<file path="src/rtl/uart_tx.sv">
// UART transmitter: start bit, 8 data bits LSB first, optional parity, 1 or 2 stop bits.
// A producer hands over one byte at a time via a valid/ready handshake; all outputs are flops.
module uart_tx #(
    parameter int ClkFreq   = 10_000_000,
    parameter int BaudRate  = 115200,
    parameter int ParityEn  = 0,
    parameter int ParityOdd = 0,
    parameter int StopBits  = 1
) (
    input  logic       i_clk,
    input  logic       i_rst,
    input  logic       i_tx_valid,
    input  logic [7:0] i_tx_byte,
    output logic       o_tx_ready,
    output logic       o_tx,
    output logic       o_tx_busy,
    output logic       o_tx_done
);

    localparam int ClksPerBit = ClkFreq / BaudRate;
    localparam int CntW       = (ClksPerBit > 1) ? $clog2(ClksPerBit) : 1;
    localparam logic [CntW-1:0] BaudLast = CntW'(ClksPerBit - 1);
    localparam logic StopLast  = (StopBits == 2) ? 1'b1 : 1'b0;
    localparam logic ParityUse = (ParityEn != 0) ? 1'b1 : 1'b0;
    localparam logic OddSel    = (ParityOdd != 0) ? 1'b1 : 1'b0;

    typedef enum logic [2:0] {
        IDLE   = 3'd0,
        START  = 3'd1,
        DATA   = 3'd2,
        PARITY = 3'd3,
        STOP   = 3'd4
    } state_t;

    function automatic logic parity_bit(input logic [7:0] data, input logic odd);
        return (^data) ^ odd;
    endfunction

    state_t          state_r, state_s;
    logic [CntW-1:0] baud_r, baud_s;
    logic [2:0]      bit_r, bit_s, bit_nxt_s;
    logic            stop_r, stop_s;
    logic [7:0]      data_r, data_s;
    logic            tx_r, tx_s;
    logic            ready_r, ready_s;
    logic            busy_r, busy_s;
    logic            done_r, done_s;
    logic            bit_end_s;

    // Next-state, counters and next output values; the line level is precomputed so o_tx comes straight from a flop.
    always_comb begin
        state_s   = state_r;
        baud_s    = baud_r;
        bit_s     = bit_r;
        stop_s    = stop_r;
        data_s    = data_r;
        tx_s      = tx_r;
        ready_s   = ready_r;
        busy_s    = busy_r;
        done_s    = 1'b0;
        bit_end_s = (baud_r == BaudLast);
        bit_nxt_s = bit_r + 3'd1;

        case (state_r)
            IDLE: begin
                tx_s    = 1'b1;
                ready_s = 1'b1;
                busy_s  = 1'b0;
                baud_s  = '0;
                bit_s   = 3'd0;
                stop_s  = 1'b0;
                if (i_tx_valid && ready_r) begin
                    data_s  = i_tx_byte;
                    state_s = START;
                    tx_s    = 1'b0;
                    ready_s = 1'b0;
                    busy_s  = 1'b1;
                end else begin
                    state_s = IDLE;
                end
            end
            START: begin
                if (bit_end_s) begin
                    state_s = DATA;
                    baud_s  = '0;
                    bit_s   = 3'd0;
                    tx_s    = data_r[0];
                end else begin
                    baud_s = baud_r + CntW'(1);
                end
            end
            DATA: begin
                if (bit_end_s) begin
                    baud_s = '0;
                    if (bit_r == 3'd7) begin
                        if (ParityUse) begin
                            state_s = PARITY;
                            tx_s    = parity_bit(data_r, OddSel);
                        end else begin
                            state_s = STOP;
                            tx_s    = 1'b1;
                        end
                    end else begin
                        bit_s = bit_nxt_s;
                        tx_s  = data_r[bit_nxt_s];
                    end
                end else begin
                    baud_s = baud_r + CntW'(1);
                end
            end
            PARITY: begin
                if (bit_end_s) begin
                    state_s = STOP;
                    baud_s  = '0;
                    tx_s    = 1'b1;
                end else begin
                    baud_s = baud_r + CntW'(1);
                end
            end
            STOP: begin
                if (bit_end_s) begin
                    baud_s = '0;
                    if (stop_r == StopLast) begin
                        state_s = IDLE;
                        done_s  = 1'b1;
                        ready_s = 1'b1;
                        busy_s  = 1'b0;
                        tx_s    = 1'b1;
                    end else begin
                        stop_s = 1'b1;
                    end
                end else begin
                    baud_s = baud_r + CntW'(1);
                end
            end
            default: begin
                state_s = IDLE;
                baud_s  = '0;
                bit_s   = 3'd0;
                stop_s  = 1'b0;
                tx_s    = 1'b1;
                ready_s = 1'b1;
                busy_s  = 1'b0;
            end
        endcase
    end

    // State and output registers; reset aborts any frame without a done pulse.
    always_ff @(posedge i_clk) begin
        if (i_rst) begin
            state_r <= IDLE;
            baud_r  <= '0;
            bit_r   <= 3'd0;
            stop_r  <= 1'b0;
            data_r  <= 8'h00;
            tx_r    <= 1'b1;
            ready_r <= 1'b1;
            busy_r  <= 1'b0;
            done_r  <= 1'b0;
        end else begin
            state_r <= state_s;
            baud_r  <= baud_s;
            bit_r   <= bit_s;
            stop_r  <= stop_s;
            data_r  <= data_s;
            tx_r    <= tx_s;
            ready_r <= ready_s;
            busy_r  <= busy_s;
            done_r  <= done_s;
        end
    end

    assign o_tx       = tx_r;
    assign o_tx_ready = ready_r;
    assign o_tx_busy  = busy_r;
    assign o_tx_done  = done_r;

endmodule

</file>
<file path="config.mk">
export PLATFORM = sky130hd
export DESIGN_NAME = uart_tx
export DESIGN_NICKNAME = d
export VERILOG_FILES = /design/src/rtl/uart_tx.sv
export SDC_FILE = /design/constraint.sdc
export NUM_CORES = 1
export LEC_CHECK = 0
export BUFFER_PORTS_ARGS = -buffer_cell sky130_fd_sc_hd__buf_2
export CORE_MARGIN = 3
export CORE_UTILIZATION = 55
export CTS_BUF_LIST = sky130_fd_sc_hd__clkbuf_8
export DETAILED_ROUTE_END_ITERATION = 6
export PLACE_DENSITY = 0.76
export REMOVE_ABC_BUFFERS = 1
export SETUP_SLACK_MARGIN = 0.02
export SYNTH_ARGS = -nofsm -noshare
export SYNTH_HDL_FRONTEND = slang
export SYNTH_SLANG_ARGS = --single-unit
</file>
<file path="constraint.sdc">
create_clock -name i_clk -period 4.8 [get_ports i_clk]
set_input_delay 0.72 -clock i_clk [delete_from_list [all_inputs] [get_ports i_clk]]
set_output_delay 0.72 -clock i_clk [all_outputs]
set_load 0.02 [all_outputs]
</file>
Word-level counts from Yosys, hierarchy flattened
Index checks and enable logic that the tools add are counted.
- add/subtract/negate cells: 2
- magnitude comparators: 1
- equal/unequal tests: 13
- muxes and demuxes: 31
- bitwise gates (word level): 5
- reductions and logical operators: 13
- operator list (cell ; count):
    two-way mux 3 bit ; 9
    two-way mux 1 bit ; 15
    case mux 3 bit (5 select lines) ; 1
    inequality test 2 bit (second input constant) ; 7
    case mux 3 bit (3 select lines) ; 1
    OR reduction 3 bit ; 3
    adder 7 x 1 -> 7 bit (second input constant) ; 1
    == test 7 bit (second input constant) ; 1
    == test 3 x 2 -> 1 bit (second input constant) ; 2
    == test 3 bit (second input constant) ; 2
    case mux 1 bit (3 select lines) ; 2
    AND reduction 6 bit ; 1
    NOT 1 bit ; 5
    case mux 1 bit (5 select lines) ; 1
    AND reduction 5 bit ; 1
    < comparator 3 x 4 -> 1 bit (second input constant) ; 1
    AND reduction 2 bit ; 2
    AND reduction 4 bit ; 1
    OR reduction 4 bit ; 1
    adder 3 x 1 -> 3 bit (second input constant) ; 1
    binary-select mux 1 bit (select 3 bit) ; 1
    == test 3 x 1 -> 1 bit (second input constant) ; 1
    logical NOT 3 bit ; 1
    AND reduction 3 bit ; 1
    3 further kinds ; 3
- bits in registers: 26
- word-level logic and storage cells: 74

Longest topological paths before layout
Gate-level depths: netlist of run 1.
- depth in word-level cells: 6
- gate-level depth with buffers: 7
- mapped depth without buffers: 6

Worst setup path after synthesis of run 1
Ideal clock, no wire load.
- kind: register to register
- start: reg bit_r[0]
- end: reg tx_r, in the netlist o_tx
- data arrival time: 1796 ps
- required time: 4728 ps
- path slack: 2932 ps
- stages on the path, launching flop included: 8
- path buffers: 1
- clock period less this slack: 1868 ps
- cell sequence: dfxtp_1 -> ha_1 -> ha_1 -> buf_2 -> mux2i_1 -> mux4_2 -> a21boi_0 -> a2bb2oi_1
- word-level cells in the longest chain between the ends: 6
- RTL lines (what ; line ; source):
    start, declared ; 41 ; logic [2:0] bit_r, bit_s, bit_nxt_s;
    start signal, assigned ; 163 ; bit_r <= bit_s;
    adder 3 x 1 -> 3 bit ; 62 ; bit_nxt_s = bit_r + 3'd1;
    binary-select mux 1 bit (select 3 bit) ; 105 ; tx_s = data_r[bit_nxt_s];
    two-way mux 1 bit (implied by the code) ; 105 ;
    two-way mux 1 bit (*) ; 95 ; if (bit_r == 3'd7) begin
    two-way mux 1 bit (*) ; 93 ; if (bit_end_s) begin
    case mux 1 bit (5 select lines) (*) ; 64 ; case (state_r)
    end signal, assigned ; 166 ; tx_r <= tx_s;
    end, declared ; 44 ; logic tx_r, tx_s;
Mark *: on every way between the ends. The rest lies on a longest branch, timed or not. The select of a mux whose other input is x is not followed.
A chain may end at the register's enable or synchronous reset.

Worst setup path in the final report of run 1
Ends and elaborated chain as after synthesis.

==> impl_metrics.yaml, run 1 <==
cts:
  clockRootBuffer: "clkbuf_8"
  htreeDepth: 1
  clock_latency_ns: 0.27
  ctsResizeCount: 0
  cts_buffers: 3
  path_clk_slew_ns: 0.09
  cts_num_sinks: 26
  clockBufferDepth: 2
  postCtsSetupRepairBufs: 0
  cts_hold_buf: 0
  cts_tree: "done"
power_and_ir_drop:
  ir_drop_uv: 238
  power.density_mw_per_mm2: 333
  p_leak_nw: 0.569
  power.total_w: 0.000456
die:
  die_area_mm2: 0.00280
  rows: 16
  io_pins: 15
  die_w_um: 53.0
  die_y_um: 53.0
  start_util_pct: 60.0
  coreArea_mm2: 0.00202
sta:
  worstMarginPinSlew_ns: 0.556
  finalCritPeriodShare_pct: 41.1
  holdWs_ns: 0.468
  period_minus_slack_ns: 1.97
  fmax_mhz: 507
  setup_violations: 0
  drv_slew: 0
  relSlewSlack_pct: 62.4
  tns_ns: 0
  fin_skew_ns: 0.00200
  hold_violations: 0
  rsz0062_at_grt: "false"
yosys:
  synthFlopType: "dfxtp_1"
  synth_warnings: 0
  synth_cells: 128
  ys_async_sr_fraction_pct: 0
  seq_area_frac_synth_pct: 42.9
  avgSynthCellArea_um2: 9.47
  synthesis.area_mm2: 0.00121
  ys_ff_latch: 26
  ys_types: 36
  synth-edff-count: 0
setup_path:
  crit_type: "reg -> reg"
  path_max_fanout: 5
  cp_data_required_time_ns: 5.00
  startpoint_type: "flip-flop"
  arrival_ns: 2.17
  crit_top_cell: "ha_1"
  max_stage_delay_ns: 0.46
  cpMaxStageDelayCell: "mux4_2"
  path_cells: "ha_1, ha_1, mux2i_1, mux4_2, a21boi_0, a2bb2oi_1"
  crit_path_end_kind: "flip-flop"
detailed_routing:
  drt_iter0_drc: 9
  routed_wl_mm: 2.14
  dr.pass1.iters: 4
  routed-via-count: 899
  drc_errors: 0
  ant_nets: 0
  via_per_inst: 5.42
  wl_per_cell_um: 12.9
final_layout:
  multi_input_area_um2: 649
  final_common_cell: "dfxtp_1"
  fin_util_pct: 67.6
  drive_gt1_share_pct: 18.7
  diodes: 0
  final_area_mm2: 0.00137
  area_growth_pct: 12.8
  layout_common_cells: "dfxtp_1, nor2_1, mux2i_1, buf_2, nand2_1"
  finish.net_count: 155
  nFillCells: 176
  regArea_um2: 520
worst_hold_path:
  hold_class: "reg -> reg"
place:
  hpwl_mm: 1.58
  place_area_mm2: 0.00130
  io_buffers: 14
  gp_congestion: 0.790
global_route:
  antenna_found_initial: 0
  grt_max_degree: 18
  grt_pass1_wl_mm: 3.88
  grt_pass1_vias: 911
  grt_overflow_total: 0
  grtUsageTotal_pct: 18.6
run:
  drv_cap: 0
outcome:
  outcome: "complete, no violations"
==> synthesized netlist by cell type, types with 3 or more instances <==
cell type	instances	area [um^2]
clkbuf_1	5	18.8
dfxtp_1	26	521
ha_1	4	50.1
inv_1	4	15.0
mux2i_1	15	150
nand2_1	7	26.3
nor2_1	21	78.8
xnor2_1	3	26.3
==> metrics by stage <==
step / setup slack (ns) / std cells
after CTS: 2.82 / 166
after floorplan: 2.34 / 120
after detailed placement: 2.84 / 162
after global routing: 2.72 / 166
final: 2.83 / 166
after global placement: 2.90 / 162
==> kinds of logic after synthesis <==
kind of cell	share of synthesized area (%)
and+or+nand+nor	20.8
DFF	42.9
AOI/OAI and AO/OA	10.2
muxes	14.2
buffers and inverters	4.02
xor gates and xnor gates	3.61
adders and majority gates	4.13
==> flip-flops by register name, summed over array words and instances (netlist names) <==
signal / flops
o_tx: 1
o_tx_busy: 1
baud_r: 7
o_tx_ready: 1
stop_r: 1
data_r: 8
o_tx_done: 1
state_r: 3
bit_r: 3
==> critical path, delay by kind of cell (launching register included) <==
family / cells / cell delay [ns]
AOI/OAI and AO/OA: 2 / 0.35
adders and majority gates: 2 / 0.59
DFF: 1 / 0.35
muxes: 2 / 0.62
==> layer usage <==
metal | global-route usage (%) | up-vias | wire [um] | part of all wire, %
li1 | - | 467 | - | -
met1 | 22.7 | 410 | 1020 | 48
met2 | 32.0 | 18 | 1010 | 47
met3 | 3.66 | 4 | 88 | 4.1
met4 | 6.38 | 0 | 15 | 0.70
met5 | 0 | - | 0 | 0
==> path summary, 6_finish.rpt <==
| kind | startpoint | end | slack [ns] | cells past startpoint |
|---|---|---|---|---|
| worst max-delay path | bit_r[0] | o_tx | 2.83 | 6 |
| worst min-delay path | stop_r | stop_r | 0.47 | 1 |
| worst max register to register | bit_r[0] | o_tx | 2.83 | 6 |
| worst min register to register | stop_r | stop_r | 0.47 | 1 |
==> final cells by class <==
type	instances	share of cell area, %
clock buffers	3	3.02
clock inverters	1	2.20
inverters	4	1.10
multi-input cells	90	47.5
flip-flops and latches	26	38.1
well taps	27	2.47
repair buffers	15	5.67
==> where the power goes <==
group	internal, W	leakage, nW	switching [W]
combinational	0.0000218	0.322	0.0000244
sequential	0.000225	0.212	0.00000753
clock	0.000111	0.0357	0.0000660
Note: power is estimated with default switching activity, not from simulation.
==> run 2, diff against run 1 <==
- CORE_UTILIZATION: 55 -> 53
- PLACE_DENSITY: 0.76 -> 0.77
- clock period: 4.8 -> 1.7 ns (I/O delays scaled with it)
==> run 2 against run 1 <==
Effect of this change: non-clock buffer count rose by 13; the flow now finishes with violations (setup timing); critical path depth unchanged; hold slack got worse by 0.26 ns; setup slack worse by 2.9 ns; wire length rose by 12%; sequential power rose to 2.8 times the previous value; final cell count rose by 7.8%.
==> impl_metrics.yaml, run 2 (same netlist as run 1, synthesis figures left out) <==
sta:
  fmax_mhz: 565
  tns_ns: -0.183
  finalCritPeriodShare_pct: 104
  layout_setup_ws_ns: -0.0692
  worstMarginPinSlew_ns: 0.474
  relSlewSlack_pct: 68.0
  period_minus_slack_ns: 1.77
  setup_violations: 4
  hold_violations: 0
  rsz0062_at_grt: "true"
  fin_skew_ns: 0.00737
  drv_slew: 0
die:
  start_util_pct: 58.8
  rows: 16
  die_area_mm2: 0.00290
  die_w_um: 53.8
  die_y_um: 53.8
  io_pins: 15
  coreArea_mm2: 0.00206
detailed_routing:
  ant_nets: 0
  drc_errors: 0
  routed-via-count: 1003
  wl_per_cell_um: 13.4
  routed_wl_mm: 2.39
  drt_iter0_drc: 21
  via_per_inst: 5.60
  dr.pass1.iters: 4
final_layout:
  finish.net_count: 168
  largest_reg_flops: 8
  diodes: 0
  top_regs: "data_r x8, baud_r x7"
  area_growth_pct: 23.8
  layout_common_cells: "dfxtp_1, nor2_1, mux2i_1, buf_2, buf_4"
  top_register: "data_r"
  drive_gt1_share_pct: 32.2
  fin_util_pct: 72.8
  final_common_cell: "dfxtp_1"
  stdcell_count: 179
cts:
  cts_num_sinks: 26
  path_clk_slew_ns: 0.09
  cts_tree: "done"
  clock_latency_ns: 0.27
  clockBufferDepth: 2
  cts_buffers: 3
  htreeDepth: 1
  cts_hold_buf: 0
  clockRootBuffer: "clkbuf_8"
setup_path:
  reg2reg_slack_ns: -0.07
  path_cells: "inv_2, ha_4, nand4b_4, or4_1, a221o_1, mux2i_1"
  worst_path_dominant_cell_family: "simple AND/OR/NAND/NOR gates"
  reg2reg_depth: 6
  crit_buf_inv: 1
  arrival_ns: 1.96
  crit_path_end_kind: "flip-flop"
  max_stage_delay_ns: 0.51
  path_max_fanout: 3
  startpoint_type: "flip-flop"
  cp_data_required_time_ns: 1.89
  crit_type: "reg -> reg"
  cpMaxStageDelayCell: "or4_1"
  worstSetupPathDepth: 6
outcome:
  outcome: "finished with violations"
  violations: "setup timing"
worst_hold_path:
  hold_class: "in -> reg"
  hold_depth: 3
power_and_ir_drop:
  power.total_w: 0.00119
  power.density_mw_per_mm2: 796
  ir_drop_uv: 593
  p_leak_nw: 0.625
global_route:
  grtUsageTotal_pct: 20.0
  grt_pass1_wl_mm: 4.11
  grt_max_degree: 18
  grt_pass1_vias: 937
  grt_overflow_total: 0
  antenna_found_initial: 0
run:
  drv_cap: 0
place:
  gp_congestion: 0.878
  placed_cells: 174
  io_buffers: 14
  hpwl_mm: 1.75
## run 2: cell count changes in the layout (fill, tap and decap cells not counted)
cell / previous run / this run
dfxtp_2: 0 / 4
dfxtp_1: 26 / 22
inv_1: 4 / 3
a21boi_2: 0 / 1
ha_4: 0 / 3
ha_1: 4 / 1
a2bb2oi_2: 0 / 1
buf_4: 1 / 14
a21boi_0: 1 / 0
bufinv_16: 1 / 0
a2bb2oi_1: 2 / 1
clkbuf_8: 3 / 4
inv_2: 0 / 1
## run 2: worst paths after layout
| kind | startpoint | endpoint |
|---|---|---|
| max | baud_r[1] | bit_r[1] |
| min reg2reg | stop_r | stop_r |
| max reg2reg | baud_r[1] | bit_r[1] |
| min | i_tx_byte[1] | data_r[1] |
## run 2: through the flow
stage	area (um^2)	hold WS (ns)	setup slack [ns]
after floorplan	1180	0.327	-0.526
after global placement	1390	0.437	-0.160
after detailed placement	1390	0.449	-0.218
after CTS	1490	0.211	-0.118
after global routing	1500	0.217	-0.169
final	1500	0.213	-0.0692
## run 2: timing repair
| action | 4_1_cts | 5_1_grt |
|---|---|---|
| gates cloned | 0 | 0 |
| buffers inserted | 1 | 0 |
| resized for setup | 12 | 2 |
| pin swaps | 4 | 1 |
| setup endpoints to repair | 4 | 4 |
## run 2: worst reg2reg max path: stages, from the launching register on
cell	delay [ns]
dfxtp_2	0.33
inv_2	0.06
ha_4	0.13
nand4b_4	0.08
or4_1	0.51
a221o_1	0.40
mux2i_1	0.19
## run 2: per-layer routing
| layer | vias up | track usage [%] | share of wire [%] |
|---|---|---|---|
| li1 | 498 | - | - |
| met1 | 469 | 24.0 | 44 |
| met2 | 29 | 32.7 | 48 |
| met3 | 7 | 3.60 | 5.2 |
| met4 | 0 | 12.3 | 2.9 |
| met5 | - | 0 | 0 |
## run 2: power by group
| part | total [W] | internal, W | switching [W] | leakage, nW |
|---|---|---|---|---|
| Combinational | 0.000148 | 0.0000700 | 0.0000780 | 0.382 |
| Clock | 0.000392 | 0.000207 | 0.000185 | 0.0288 |
| Sequential | 0.000654 | 0.000635 | 0.0000196 | 0.214 |
## run 2: cell type report
class                      count  area, um^2
inverter                       4        15.0
sequential                    26         526
tap                           27        33.8
timing repair buffer          28         175
multi-input combinational     90         697
clock buffer                   4        55.1
fill                         151         561
==> run 3, diff against run 2 <==
- RECOVER_POWER: unset -> 25
==> run 3 against run 2 <==
Effect of this change: the run still ends with setup timing left; clock power about the same; non-clock buffer count unchanged; sequential power about the same; setup slack about the same; utilization decreased by 0.24 points; first-iteration DRC count unchanged; maximum frequency about the same; clock skew decreased by 0.00088 ns; critical path depth unchanged; via count increased by 1.1%; critical endpoint unchanged; largest cell class unchanged.
==> impl_metrics.yaml, run 3 (same netlist as run 1, synthesis figures left out) <==
outcome:
  outcome: "finished with violations"
  violations: "setup timing"
power_and_ir_drop:
  power.density_mw_per_mm2: 797
  ir_drop_uv: 590
  p_leak_nw: 0.612
final_layout:
  finish.net_count: 168
  nFillCells: 154
  diodes: 0
  stdcell_count: 179
  layout_common_cells: "dfxtp_1, nor2_1, mux2i_1, buf_4, buf_2"
  final_common_cell: "dfxtp_1"
  top_regs: "data_r x8, baud_r x7"
  largest_reg_flops: 8
  area_growth_pct: 23.4
  top_register: "data_r"
  drive_gt1_share_pct: 29.6
sta:
  relSlewSlack_pct: 67.8
  rsz0062_at_grt: "true"
  period_minus_slack_ns: 1.77
  drv_slew: 0
  setup_violations: 4
  worstMarginPinSlew_ns: 0.476
  hold_violations: 0
  layout_setup_ws_ns: -0.0691
  fmax_mhz: 565
  fin_skew_ns: 0.00649
  finalCritPeriodShare_pct: 104
  tns_ns: -0.184
run:
  drv_cap: 0
global_route:
  grt_overflow_total: 0
  grt_pass1_wl_mm: 4.11
  grt_max_degree: 18
  grtUsageTotal_pct: 20.0
  grt_pass1_vias: 937
  antenna_found_initial: 0
cts:
  htreeDepth: 1
  cts_num_sinks: 26
  clock_latency_ns: 0.27
  path_clk_slew_ns: 0.09
  cts_tree: "done"
  clockRootBuffer: "clkbuf_8"
  cts_buffers: 3
  clockBufferDepth: 2
detailed_routing:
  drc_errors: 0
  ant_nets: 0
  routed-via-count: 1014
  wl_per_cell_um: 13.4
  via_per_inst: 5.66
  routed_wl_mm: 2.40
  dr.pass1.iters: 4
  drt_iter0_drc: 21
setup_path:
  arrival_ns: 1.96
  startpoint_type: "flip-flop"
  crit_path_end_kind: "flip-flop"
  crit_type: "reg -> reg"
  cp_data_required_time_ns: 1.89
  path_max_fanout: 3
die:
  die_area_mm2: 0.00290
  die_y_um: 53.8
  io_pins: 15
  rows: 16
  coreArea_mm2: 0.00206
  die_w_um: 53.8
  start_util_pct: 58.8
place:
  io_buffers: 14
  hpwl_mm: 1.75
  placed_cells: 174
  gp_congestion: 0.878
worst_hold_path:
  hold_class: "in -> reg"
==> run 3: cell count changes in the layout (fill, tap and decap cells not counted), sizes merged <==
cell / delta
buf: -4
clkbuf: +4
==> run 3: routing by layer <==
metal / up-vias / track usage [%] / share of wire, %
met3: 7 / 3.60 / 5.1
met2: 33 / 32.7 / 48
li1: 498 / - / -
met5: - / 0 / 0
met4: 0 / 12.3 / 2.9
met1: 476 / 24.0 / 44
==> run 3: what timing repair did <==
item,in CTS,in global routing
buffers inserted,1,0
resized for setup,12,2
pin swaps,4,1
setup endpoints to repair,4,4
hold buffers,0,0
==> run 3: final cells by class <==
| class | count | area [um^2] | area share, % |
|---|---|---|---|
| Multi-Input combinational cell | 90 | 697 | 46.6 |
| Sequential cell | 26 | 526 | 35.1 |
| Timing Repair Buffer | 28 | 170 | 11.4 |
| Clock buffer | 4 | 55.1 | 3.68 |
| Tap cell | 27 | 33.8 | 2.26 |
| Inverter | 4 | 15.0 | 1.00 |
==> run 3: critical path: stages, from the launching register on <==
cell	delay [ns]
dfxtp_2	0.33
inv_2	0.06
ha_4	0.13
nand4b_4	0.08
or4_1	0.51
a221o_1	0.40
mux2i_1	0.19
==> run 3: worst paths after layout <==
kind | startpoint | to | slack [ns] | cells past startpoint
min | i_tx_byte[1] | data_r[1] | 0.21 | 3
max | baud_r[1] | bit_r[1] | -0.07 | 6
max reg2reg | baud_r[1] | bit_r[1] | -0.07 | 6
min reg2reg | stop_r | stop_r | 0.47 | 1
==> run 3: per-stage QoR <==
step / power [W] / hold WS [ns] / instance area, um^2 / setup slack, ns / util (%)
2_1_floorplan: 0.000754 / 0.327 / 1180 / -0.526 / -
5_1_grt: 0.00125 / 0.217 / 1500 / -0.169 / 72.6
6_report: 0.00119 / 0.213 / 1500 / -0.0691 / 72.6
4_1_cts: 0.00120 / 0.211 / 1490 / -0.118 / 72.3
3_3_place_gp: 0.000803 / 0.437 / 1390 / -0.160 / 67.2
3_5_place_dp: 0.000809 / 0.449 / 1390 / -0.218 / 67.2
==> run 3: power breakdown <==
group	internal, W	switching [W]
clock	0.000207	0.000185
combinational	0.0000681	0.0000781
sequential	0.000635	0.0000197
